<file path="src/rtl/player_life_ctrl.sv">
// Game-level sequencer for the player: qualifies hits, counts lives and levels,
// freezes movement while dying and times the respawn and immunity windows in frames.
module player_life_ctrl #(
   parameter int INITIAL_LIVES  = 3,
   parameter int MAX_LIVES      = 7,
   parameter int RESPAWN_FRAMES = 256,
   parameter int INVULN_FRAMES  = 64
) (
   input  logic       clk,
   input  logic       resetN,
   input  logic       startOfFrame,
   input  logic       startGame,
   input  logic       playerCollision,
   input  logic       levelCleared,
   output logic       hitOut,
   output logic       freezeMove,
   output logic       respawnReq,
   output logic       invulnerable,
   output logic [2:0] lives,
   output logic [3:0] level,
   output logic [1:0] gameState,
   output logic [1:0] deathPhase
);

   typedef enum logic [1:0] {
      S_IDLE      = 2'b00,
      S_PLAY      = 2'b01,
      S_DYING     = 2'b10,
      S_GAME_OVER = 2'b11
   } state_t;

   localparam logic [2:0] INIT_LIVES = 3'(INITIAL_LIVES);
   localparam logic [2:0] LIVES_CAP  = 3'(MAX_LIVES);
   localparam logic [8:0] RESP_LAST  = 9'(RESPAWN_FRAMES - 1);
   localparam logic [8:0] INV_LOAD   = 9'(INVULN_FRAMES);

   state_t     state_q, state_d;
   logic [2:0] lives_q, lives_d;
   logic [3:0] level_q, level_d;
   logic [8:0] death_cnt_q, death_cnt_d;
   logic [8:0] invuln_cnt_q, invuln_cnt_d;
   logic       respawn_req_q, respawn_req_d;

   logic       qual_hit;
   logic       start_load;
   logic       respawn_now;

   // Immunity is judged on the current count, so a hit on the frame that
   // drops the count from 1 to 0 is still ignored.
   assign qual_hit    = playerCollision && (state_q == S_PLAY) && (invuln_cnt_q == 9'd0);
   assign start_load  = startGame && ((state_q == S_IDLE) || (state_q == S_GAME_OVER));
   assign respawn_now = (state_q == S_DYING) && startOfFrame && (death_cnt_q == RESP_LAST);

   // State register and datapath flops
   always_ff @(posedge clk or negedge resetN) begin
      if (!resetN) begin
         state_q       <= S_IDLE;
         lives_q       <= INIT_LIVES;
         level_q       <= 4'd0;
         death_cnt_q   <= 9'd0;
         invuln_cnt_q  <= 9'd0;
         respawn_req_q <= 1'b0;
      end else begin
         state_q       <= state_d;
         lives_q       <= lives_d;
         level_q       <= level_d;
         death_cnt_q   <= death_cnt_d;
         invuln_cnt_q  <= invuln_cnt_d;
         respawn_req_q <= respawn_req_d;
      end
   end

   // Next-state logic
   always_comb begin
      state_d = state_q;
      case (state_q)
         S_IDLE, S_GAME_OVER: begin
            if (start_load) state_d = S_PLAY;
         end
         S_PLAY: begin
            if (qual_hit) state_d = (lives_q == 3'd1) ? S_GAME_OVER : S_DYING;
         end
         S_DYING: begin
            if (respawn_now) state_d = S_PLAY;
         end
         default: state_d = S_IDLE;
      endcase
   end

   // Counters, lives and level
   always_comb begin
      lives_d       = lives_q;
      level_d       = level_q;
      death_cnt_d   = death_cnt_q;
      invuln_cnt_d  = invuln_cnt_q;
      respawn_req_d = 1'b0;
      if (start_load) begin
         lives_d       = INIT_LIVES;
         level_d       = 4'd0;
         death_cnt_d   = 9'd0;
         invuln_cnt_d  = INV_LOAD;
         respawn_req_d = 1'b1;
      end else if (state_q == S_PLAY) begin
         if (qual_hit) begin
            // A hit swallows any same-cycle frame tick and level clear.
            lives_d     = lives_q - 3'd1;
            death_cnt_d = 9'd0;
         end else begin
            if (startOfFrame && (invuln_cnt_q != 9'd0)) invuln_cnt_d = invuln_cnt_q - 9'd1;
            if (levelCleared) begin
               level_d = level_q + 4'd1;
               lives_d = (lives_q >= LIVES_CAP) ? LIVES_CAP : lives_q + 3'd1;
            end
         end
      end else if ((state_q == S_DYING) && startOfFrame) begin
         if (respawn_now) begin
            death_cnt_d   = 9'd0;
            invuln_cnt_d  = INV_LOAD;
            respawn_req_d = 1'b1;
         end else begin
            death_cnt_d = death_cnt_q + 9'd1;
         end
      end
   end

   // Outputs
   always_comb begin
      freezeMove   = (state_q != S_PLAY);
      invulnerable = (invuln_cnt_q != 9'd0);
      hitOut       = qual_hit;
      respawnReq   = respawn_req_q;
      lives        = lives_q;
      level        = level_q;
      gameState    = state_q;
      deathPhase   = death_cnt_q[7:6];
   end

endmodule
</file>
<file path="config.mk">
export PLATFORM = sky130hd
export DESIGN_NAME = player_life_ctrl
export DESIGN_NICKNAME = d
export VERILOG_FILES = /design/src/rtl/player_life_ctrl.sv
export SDC_FILE = /design/constraint.sdc
export NUM_CORES = 1
export LEC_CHECK = 0
export CORE_MARGIN = 2
export CORE_UTILIZATION = 50
export DETAILED_ROUTE_END_ITERATION = 16
export PLACE_DENSITY = 0.73
export SYNTH_ARGS = -nofsm -noshare
export SYNTH_HDL_FRONTEND = slang
export SYNTH_SLANG_ARGS = --single-unit
</file>
<file path="constraint.sdc">
create_clock -name clk -period 2.09 [get_ports clk]
set_input_delay 0.3135 -clock clk [delete_from_list [all_inputs] [get_ports clk]]
set_output_delay 0.3135 -clock clk [all_outputs]
set_load 0.02 [all_outputs]
</file>
==> run summary, run 1 <==
- **status** finished, final reports clean
- **launching instance or port of the critical path** gameState[1]
- **share of flip-flops with an asynchronous set or reset after synthesis** 100%
- **Post-Route Setup TNS** 0 ns
- **core footprint** 3130 um^2
- **maximum number of pins on one net before global-route repair** 29
- **Buf/Inv on CP** 4
- **register clock-pin slew on the reported worst setup and hold paths** 0.16 ns
- **Crit path largest cell delay** 0.42 ns
- **list of cells traversed by the critical path** inv_1 > ha_1 > buf_4 > inv_1 > dlygate4sd2_1
- **level count of the clock H-tree** 1
- **data arrival at the endpoint of the critical path** 1.66 ns
- **Seq pwr share** 32.8%
- **synth-to-layout area growth** 21.4%
- **fraction of synthesized area in multiplexers** 0.599%
- **iteration-0 DRC count of the detailed router** 108
- **diode count** 0
- **total detailed-routing wirelength** 3.70 mm
- **switching part of the total** 46.5%
- **max-cap violations** 0
- **post-detailed-route wirelength per cell** 14.2 um
- **share of layout cells above drive strength 1** 13.8%
- **internal cell power** 1.65 mW
- **Die ar.** 3820 um^2
- **Hold/Removal Path Class** input port to asynchronous set/reset pin
- **adder and majority gate portion of the synthesized area** 7.49%
- **final net count** 234
- **worst vdd ir** 0.598 mV
- **Max clock buf depth** 2
- **Worst Path Required** 1.78 ns
- **Final Skew** 0.00419 ns
- **vias per cell** 5.68
- **ratio of final minimum period to clock period** 94.4%
- **most common cell type on the critical path** inv_1
- **unrepaired setup endpoints after global routing** false
- **final worst setup slack** 0.118 ns
- **main combinational cell family by area after synthesis** compound AO/OA/AOI/OAI gates
- **XOR/XNOR Fraction of Synth Area** 1.57%
- **number of buffers created by CTS** 3
- **IO Count** 21
- **number of iterations in the first detailed-routing pass** 4
- **Starting Density** 53.4%
- **Detailed Place HPWL** 2.73 mm
- **cell type contributing the most total cell area after synthesis** dfrtp_1
- **most common library cells after synthesis** 26 x dfrtp_1, 25 x o21ai_0, 23 x nor2_1
- **antenna violations before repair** 0
- **GRT Util Overall** 20.8%
- **Worst-Margin Slew** 0.463 ns
- **category of the worst setup path capture point** output port
- **Final GP Congestion** 0.788
- **synth unique cells** 46
- **Synth Cell Area** 1670 um^2
- **Synth Area in Simple Gates** 21.5%
- **via count of the first global-routing pass** 1,406
- **share of the synthesized area in the top cell type** 38.9%
- **master of the slowest instance on the critical path** dfrtp_1
- **Max-slew headroom** 69.0%
- **Clock Latency Late Sink** 0.33 ns
- **floorplan die height** 61.8 um
- **worst setup slack before clock tree synthesis** 0.0421 ns
- **DRC violations left** 0
- **Most used DFF post-synth** dfrtp_1
- **number of flops mapped to enable cells by yosys** 0
- **final period demand of the worst path** 1.97 ns
- **startpoint kind of the worst setup timing path** register
- **post-synthesis register bit count** 28
- **final-report hold violation count** 0
- **share of total power in the clock network** 8.9%
- **clock sink count** 28
- **most frequently used cell type in the post-synthesis netlist** dfrtp_1
- **combinational group share of total power** 58.3%
- **worst r2r src** invuln_cnt_q[0]
- **final setup violation count** 0
- **power per cell area** 1520 nW/um^2
- **largest delay contributor family on the critical path** buffers and inverters
- **die extent in x** 61.8 um
- **synthesized instance count** 187
- **syn_area_per_cell** 8.94 um^2
- **leading cell types by total area after synthesis** dfrtp_1 39%, ha_1 7.5%, o21ai_0 7.5%
- **complex-gate fraction of the synthesized area** 21.6%
- **overall via count from detail_route** 1,483
- **count of buffers inserted at the top-level ports** 20
- **global route total overflow** 0
- **Worst Path Max Fanout** 8
- **count of pins over their slew limit** 0
- **CTS tree** done
- **number of nets with antenna violations after routing** 0
- **sequential share of the synthesized area** 42.1%
- **Fill cells** 251
- **hold bufs inserted after CTS** 0
- **Synthesized Nets** 203
- **wire length of the first global-routing pass** 6.02 mm
- **maximum clock frequency** 507 MHz
- **Yosys warnings** 0
- **Root Driver** clkbuf_4
- **static power due to leakage** 0.904 nW
- **class of the most critical setup path** register to output port
- **standard-cell row count** 20
- **Final Util** 64.9%
- **total net switching power** 1.44 mW
state kept, by name (all words and copies together), names as in the netlist:
name	cells
death_cnt_q	9
gameState	2
invuln_cnt_q	9
level	4
lives	3
respawnReq	1
metrics by stage:
step	hold WS, ns	cell area (um^2)	total power, mW	std cells
finish	0.341	2030	3.09	261
global route	0.348	2030	3.38	261
CTS	0.355	2000	3.03	260
detailed placement	0.470	1970	2.77	256
global placement	0.465	1970	2.68	256
floorplan	0.0179	1670	2.15	187
path summary, 6_finish.rpt:
kind / slack (ns) / cells past startpoint / endpoint
max: 0.12 / 5 / freezeMove
min: 0.34 / 2 / lives[2]
max reg2reg: 0.18 / 8 / invuln_cnt_q[6]
min reg2reg: 0.50 / 1 / death_cnt_q[8]
max in group asynchronous: 1.44 / 2 / lives[0]
min in group clk: 0.50 / 1 / death_cnt_q[8]
layer usage:
layer	share of wire, %	GRT usage (%)	vias to the layer above
li1	-	-	728
met1	45	27.2	709
met2	50	36.2	42
met3	3.2	1.86	4
met4	0.92	6.69	0
met5	0	0	-
power by group through the flow:
stage          Combinational [mW]  Sequential, mW  Clock (mW)
5_1_grt                      2.03            1.04       0.308
2_1_floorplan                1.08            1.07           0
3_5_place_dp                 1.76            1.01           0
4_1_cts                      1.75           0.991       0.282
3_3_place_gp                 1.70           0.981           0
6_report                     1.80            1.01       0.276
cell usage in the layout, fill, tap and decap left out, types with 2 or more instances in the layout:
cell / count
buf_4: 11
nand2_1: 19
clkdlybuf4s50_1: 17
a31oi_1: 4
inv_1: 13
a21oi_1: 9
nor3_1: 2
clkbuf_4: 3
ha_1: 10
o21ai_0: 24
and2_1: 2
nor2_1: 22
o21a_1: 2
o31ai_1: 2
nor2_2: 2
dfrtp_1: 26
dfstp_2: 2
nand3_1: 9
a32o_1: 2
xnor2_1: 2
nand4_1: 4
nor2b_1: 2
worst reg2reg max path, cell delays in order, from the launching register on:
cell and delay, ns:
dfrtp_1 0.41, inv_1 0.06, ha_1 0.19, nor4b_4 0.24, nand4_1 0.15, buf_4 0.21, o221ai_4 0.32, nor2_2 0.07
o21a_1 0.17
cell families (layout without fill, tap and decap cells):
group | count (synthesis) | count (layout)
buffers and inverters | 19 | 49
adder cells (fa/ha/maj) | 10 | 10
AND/OR/NAND/NOR | 72 | 72
multiplexers | 1 | 1
AO/OA/AOI/OAI | 54 | 54
flip-flops | 28 | 28
XOR/XNOR | 3 | 3
area by class of cell:
class	instances	area [um^2]	share of cell area, %
Clock buffer	4	36.3	1.79
Sequential cell	28	703	34.6
Tap cell	44	55.1	2.71
Timing Repair Buffer	31	272	13.4
Inverter	14	52.6	2.59
Multi-Input combinational cell	140	911	44.9
repair_timing:
| action | in CTS | in global routing |
|---|---|---|
| gates resized for setup | 5 | 10 |
| pin swaps | 0 | 4 |
| buffers inserted | 0 | 1 |
| setup endpoints to repair | 3 | 19 |
No activity file was read; power rests on OpenSTA's default activity.
==> inputs of run 2 (changes only) <==
--- a/config.mk
+++ b/config.mk
@@ -7,6 +7,7 @@
 export LEC_CHECK = 0
 export CORE_MARGIN = 2
 export CORE_UTILIZATION = 50
+export CTS_CLUSTER_DIAMETER = 150
 export DETAILED_ROUTE_END_ITERATION = 16
 export PLACE_DENSITY = 0.73
 export SYNTH_ARGS = -nofsm -noshare
==> results of run 2 <==
No change in the layout: final DEF, timing and power equal those of run 1.
